`src/rtl/lsu_dbus_bridge.sv`:
```
// Bridges the LSU's single-cycle DRAM-style request onto a valid/ready data bus, stalling the pipeline until done.
// Optional bus timeout with sticky error flag is enabled by defining DBUS_TIMEOUT_EN.
module lsu_dbus_bridge #(
    parameter int DRAM_AW     = 64,
    parameter int TIMEOUT_CYC = 255
) (
    input  logic               clk,
    input  logic               rst,
    input  logic [DRAM_AW-1:0] i_dram_addr,
    input  logic [7:0]         i_dram_we,
    input  logic               i_dram_re,
    input  logic [63:0]        i_dram_din,
    output logic [63:0]        o_dram_dout,
    output logic               o_stall,
    output logic               o_dbus_req_valid,
    input  logic               i_dbus_req_ready,
    output logic [DRAM_AW-1:0] o_dbus_addr,
    output logic [7:0]         o_dbus_we,
    output logic [63:0]        o_dbus_wdata,
    input  logic               i_dbus_rsp_valid,
`ifdef DBUS_TIMEOUT_EN
    input  logic [63:0]        i_dbus_rdata,
    output logic               o_dbus_err
`else
    input  logic [63:0]        i_dbus_rdata
`endif
);

    typedef enum logic [1:0] {
        IDLE = 2'd0,
        REQ  = 2'd1,
        WAIT = 2'd2,
        DONE = 2'd3
    } state_t;

    state_t             state_q, state_d;
    logic               req_valid_q, req_valid_d;
    logic [DRAM_AW-1:0] addr_q, addr_d;
    logic [7:0]         we_q, we_d;
    logic [63:0]        wdata_q, wdata_d;
    logic [63:0]        dout_q, dout_d;
    logic               req;

`ifdef DBUS_TIMEOUT_EN
    localparam int CNT_W = ($clog2(TIMEOUT_CYC + 1) < 8) ? 8 : $clog2(TIMEOUT_CYC + 1);
    logic [CNT_W-1:0] cnt_q, cnt_d;
    logic             err_q, err_d;
`endif

    // A store takes priority when both enables are present; a pure load latches we=0.
    assign req = i_dram_re | (|i_dram_we);

    always_comb begin
        state_d     = state_q;
        req_valid_d = req_valid_q;
        addr_d      = addr_q;
        we_d        = we_q;
        wdata_d     = wdata_q;
        dout_d      = dout_q;
`ifdef DBUS_TIMEOUT_EN
        cnt_d       = cnt_q;
        err_d       = err_q;
`endif
        case (state_q)
            IDLE: begin
                if (req) begin
                    addr_d      = i_dram_addr;
                    we_d        = i_dram_we;
                    wdata_d     = i_dram_din;
                    req_valid_d = 1'b1;
                    state_d     = REQ;
                end
            end
            REQ: begin
                if (i_dbus_req_ready) begin
                    req_valid_d = 1'b0;
                    state_d     = WAIT;
`ifdef DBUS_TIMEOUT_EN
                    cnt_d       = '0;
`endif
                end
            end
            WAIT: begin
                if (i_dbus_rsp_valid) begin
                    state_d = DONE;
                    if (we_q == 8'h00) begin
                        dout_d = i_dbus_rdata;
                    end
                end
`ifdef DBUS_TIMEOUT_EN
                // Expiry on the last allowed WAIT cycle; a response in that same cycle wins above.
                else if (cnt_q == CNT_W'(TIMEOUT_CYC - 1)) begin
                    state_d = DONE;
                    err_d   = 1'b1;
                    if (we_q == 8'h00) begin
                        dout_d = 64'h0;
                    end
                end else begin
                    cnt_d = cnt_q + 1'b1;
                end
`endif
            end
            DONE: begin
                // The LSU still shows the finished request this cycle; never reissue it.
                state_d = IDLE;
            end
            default: state_d = IDLE;
        endcase
    end

    always_ff @(posedge clk) begin
        if (rst) begin
            state_q     <= IDLE;
            req_valid_q <= 1'b0;
            addr_q      <= '0;
            we_q        <= 8'h00;
            wdata_q     <= 64'h0;
            dout_q      <= 64'h0;
`ifdef DBUS_TIMEOUT_EN
            cnt_q       <= '0;
            err_q       <= 1'b0;
`endif
        end else begin
            state_q     <= state_d;
            req_valid_q <= req_valid_d;
            addr_q      <= addr_d;
            we_q        <= we_d;
            wdata_q     <= wdata_d;
            dout_q      <= dout_d;
`ifdef DBUS_TIMEOUT_EN
            cnt_q       <= cnt_d;
            err_q       <= err_d;
`endif
        end
    end

    assign o_stall          = ((state_q == IDLE) & req) | (state_q == REQ) | (state_q == WAIT);
    assign o_dbus_req_valid = req_valid_q;
    assign o_dbus_addr      = addr_q;
    assign o_dbus_we        = we_q;
    assign o_dbus_wdata     = wdata_q;
    assign o_dram_dout      = dout_q;
`ifdef DBUS_TIMEOUT_EN
    assign o_dbus_err       = err_q;
`endif

endmodule

```
`config.mk`:
```
export PLATFORM = sky130hd
export DESIGN_NAME = lsu_dbus_bridge
export DESIGN_NICKNAME = d
export VERILOG_FILES = /design/src/rtl/lsu_dbus_bridge.sv
export SDC_FILE = /design/constraint.sdc
export NUM_CORES = 1
export LEC_CHECK = 0
export CORE_AREA = 8 8 152 154
export CTS_BUF_LIST = sky130_fd_sc_hd__clkbuf_2
export CTS_CLUSTER_DIAMETER = 80
export CTS_CLUSTER_SIZE = 25
export DETAILED_ROUTE_END_ITERATION = 10
export DIE_AREA = 0 0 160 162
export GPL_TIMING_DRIVEN = 0
export HOLD_SLACK_MARGIN = 0.06
export PLACE_DENSITY = 0.74
export SLEW_MARGIN = 30
export SYNTH_ARGS = -nofsm -noshare
export SYNTH_HDL_FRONTEND = slang
export SYNTH_SLANG_ARGS = --single-unit
```
`constraint.sdc`:
```
create_clock -name clk -period 3 [get_ports clk]
set_clock_uncertainty 0.15 [all_clocks]
set_input_delay 0.3 -clock clk [delete_from_list [all_inputs] [get_ports clk]]
set_output_delay 0.3 -clock clk [all_outputs]
set_load 0.02 [all_outputs]
```
# Word-level counts from Yosys, hierarchy flattened
# Index checks and enable logic that the tools add are counted.
[word_totals]
ff_bits = 203
out_inout_bits = 202
wordCells = 31
[classes]
n_eq_ne = 6
n_mux = 7
n_bitwise = 4
n_reduce_logical = 8
[ops]
columns = ["operator", "n"]
rows = [
  ["3-bit AND reduction", 3],
  ["8-bit zero test", 1],
  ["2-bit case mux with 4 select lines", 1],
  ["8-bit OR reduction", 1],
  ["2-bit 2-to-1 mux", 3],
  ["2-bit inequality test, second input constant", 3],
  ["2-bit == test, second input constant", 2],
  ["1-bit bitwise OR", 3],
  ["2-bit by 1-bit == test with 1-bit output, second input constant", 1],
  ["2-bit zero test", 1],
  ["1-bit 2-to-1 mux", 2],
  ["1-bit case mux with 2 select lines", 1],
  ["2-bit AND reduction", 1],
  ["2-bit nonzero test", 1],
  ["1-bit bitwise AND", 1],
]

# Longest topological paths before layout
# Gate-level depths: netlist of the first run.
[depth]
ltp_word = 5
ltp_mapped = 9

# Least setup slack after synthesis of the first run
# Ideal clock, no wire load.
[synth_path]
kind = "input to output"
start = "input port i_dram_we[2]"
end = "output port o_stall"
t_arrival_ns = 1.362
required_ns = 2.550
path_slack_ns = 1.188
cell_stages = 4
cell_sequence = "nor4_2 a31oi_1 buf_2 or3_1"
[synth_between]
elab_chain_len = 5
[synth_rtl]
columns = ["item", "line", "source"]
rows = [
  ["start: declaration", "10", "input logic [7:0] i_dram_we,"],
  ["8-bit OR reduction", "51", "assign req = i_dram_re | (|i_dram_we);"],
  ["1-bit bitwise OR", "51", ""],
  ["1-bit bitwise AND", "137", "assign o_stall = ((state_q == IDLE) & req) | (state_q == REQ) | (state_q == WAIT);"],
  ["1-bit bitwise OR (2 in a row)", "137", ""],
  ["end: declaration", "14", "output logic o_stall,"],
]
# Every way passes these cells.

# Worst setup path after layout of the first run
[layout_path]
start = "input port i_dram_we[6]"
end = "output port o_stall"
# Same word-level chain as after synthesis.

==> out/results.ini, run 1 <==
[synthesis]
avgSynthCellArea_sq_um = 7.97
yosysTopAreaCellShare = 0.567
synth_area_leaders = dfxtp_1 57%, nand2_1 21%, a21oi_1 13%
yosysUniqueCellTypes = 28
ys_ff_latch = 203
synth_flop_cell = dfxtp_1
ys_warn_count = 0
yosysTopAreaCell = dfxtp_1
syn_area_sq_um = 7170
synth-edff-count = 0
syn_inst = 900
async_flop_share = 0
syn_nets = 1108
synth-seq-area-share = 0.567

[routing]
first_iter_violations = 444
wirelength_um = 33300
antenna_left = 0
remaining_drc_errors = 0
vias_per_cell = 4.80
routedWlPerCell_um = 18.3
drt-pass1-iter-count = 6
num_vias = 8725

[floorplanning]
core_area_sq_um = 20700
rows = 53
pin_count = 407
initial_core_util = 0.347
die_w_um = 160
die_h_um = 162
fp.dieArea_sq_um = 25900

[cts]
cts_max_path_buffers = 3
cts_tree = yes
clk_latency_ns = 0.80
htree_num_levels = 1
cts-root-buf = clkbuf_2
cts_buffers = 13
clk_pin_slew_ns = 0.43
cts_sinks = 203

[worst_setup_path]
critical_path_required_ns = 2.55
cp.arrival_ns = 2.38
rr_worst_depth = 9
path_cells = dlygate4sd3_1, clkdlybuf4s50_1, nor2_1, a31oi_2, buf_6, or3_1, buf_2
end_kind = output port
crit_fanout = 3
critPathSlowestCell = dlygate4sd3_1
cp-start-kind = primary input
max_stage_delay_ns = 0.55
crit_type = in2out

[worst_hold_path]
hp-class = in2reg
hold_depth = 3

[power_and_ir_drop]
p_sw_frac = 0.419
power_frac_seq = 0.373
power.density_nw_per_um2 = 687
power.leakage_nw = 5.22
p_int_mw = 5.54
combPwrFrac = 0.514
ir_worst_vdd_uv = 625
pwr-share-clk = 0.113
power_switching_mw = 3.99
p_total_mw = 9.53

[sta]
rsz0062_at_grt = no
hold_viol_final = 0
setup_slack_ns = 0.174
tightest_slew_ns = 0.707
setup-tns-final_ns = 0
fmax_mhz = 354
post-route-period-util = 0.942
slew-limit-headroom = 0.529
finalCriticalPeriod_ns = 2.83
setup_viol = 0
drv_slew = 0
worst_hold_slack_ns = 0.221

[placed_design]
pre_cts_ws_ns = -0.0787
io_buffers = 405
placed_area_sq_um = 11600
dp_cells = 1580
routabilityCongestion = 0.809
dp.final_hpwl_um = 22400

[grt]
grt_pass1_wl_um = 50400
grt_use_total = 0.241
globalRoute.totalOverflow = 0
antenna_found_initial = 4
grt_max_degree = 26
grt_pass1_vias = 9228

[flow_run]
cap_viol_max_count = 0

[layout]
instances_no_fill = 1819
drive_gt1_frac = 0.0494
final_util = 0.670
fin_nets = 1744
final_area_sq_um = 13900
syn_to_final_growth_pct = 93.5

[status]
status = finished clean

==> cell families after synthesis <==
family          after synthesis  synth area share
fa+ha+maj                     3           0.00524
flops                       203             0.567
simple gates                418             0.228
compound gates              205             0.150
buf+inv                      70            0.0483
mux                           1           0.00140
==> per-layer routing <==
metal / vias to the layer above / wire [um] / part of all wire / track usage
li1: 4158 / - / - / -
met1: 4036 / 12000 / 0.36 / 0.246
met2: 436 / 16400 / 0.49 / 0.428
met3: 95 / 3020 / 0.091 / 0.0848
met4: 0 / 1780 / 0.054 / 0.128
met5: - / 0 / 0 / 0
==> area by class of cell <==
type	instances	area [sq um]
clock inverters	5	56.3
diodes	4	10.0
multi-input cells	627	2770
clock buffers	14	70.1
inverters	4	15.0
repair buffers	621	6210
well taps	275	344
plain buffers	66	339
fillers	1563	6820
flip-flops and latches	203	4070
==> synthesized netlist by cell type (2+ instances only) <==
master / number
nand2_1: 393
dfxtp_1: 203
a21oi_1: 190
clkbuf_1: 38
buf_2: 22
a21oi_2: 10
nand2_2: 10
buf_8: 4
inv_1: 4
ha_1: 3
nand2b_1: 3
a31oi_1: 2
nor2_1: 2
nor4_1: 2
==> state kept, by name (all words and copies together) (netlist names) <==
signal / flops
o_dbus_addr: 64
o_dbus_we: 8
o_dbus_wdata: 64
o_dbus_req_valid: 1
o_dram_dout: 64
state_q: 2
==> placed cells by master (no fill, tap or decap), drive strengths merged <==
master and instances:
buf 31, a31oi 2, ha 3, mux2i 1, nor4 3, dfxtp 203
a31o 1, nor3 1, dlygate4sd3 214, nand2 403, nand2b 3, clkinv 2
nand4 1, a221oi 1, diode 4, o221ai 1, clkbuf 52, nand3b 1
nand3 1, a21oi 200, or2 1, clkdlybuf4s50 404, nor2 2, clkinvlp 1
inv 6, or3 1, and4 1
==> power groups by stage <==
stage	sequential [mW]	clock (mW)	combinational, mW
global route	3.62	1.21	5.27
floorplan	4.20	0	1.81
global placement	3.56	0	4.47
CTS	3.54	1.13	4.84
finish	3.56	1.07	4.90
detailed placement	3.59	0	4.50
==> repair_timing <==
| item | in CTS | in global routing |
|---|---|---|
| setup buffers | 1 | 1 |
| hold endpoints to repair | 203 | 0 |
| endpoints found under the setup margin | 1 | 2 |
| pin swaps | 0 | 0 |
| hold buffers | 214 | 0 |
| gates resized for setup | 9 | 3 |
==> critical path, delay by kind of cell <==
family / cells / cell delay, ns
and+or+nand+nor: 2 / 0.54
AOI/OAI and AO/OA: 1 / 0.20
buffers and inverters: 4 / 1.35
==> final timing paths <==
| kind | slack (ns) | end | from |
|---|---|---|---|
| setup / recovery | 0.17 | o_stall | i_dram_we[6] |
| hold / removal | 0.22 | state_q[0] | i_dbus_rsp_valid |
| setup reg to reg | 0.35 | o_dbus_addr[61] | state_q[0] |
| hold reg to reg | 0.32 | o_dbus_wdata[3] | o_dbus_wdata[3] |
Power figures use the tool's default switching activity.
==> run 2: changes to the inputs <==
--- a/config.mk
+++ b/config.mk
@@ -14,6 +14,7 @@
 export GPL_TIMING_DRIVEN = 0
 export HOLD_SLACK_MARGIN = 0.06
 export PLACE_DENSITY = 0.74
+export SKIP_LAST_GASP = 1
 export SLEW_MARGIN = 30
 export SYNTH_ARGS = -nofsm -noshare
 export SYNTH_HDL_FRONTEND = slang
==> results of run 2 <==
Final layout, timing and power as in run 1 (identical DEF).
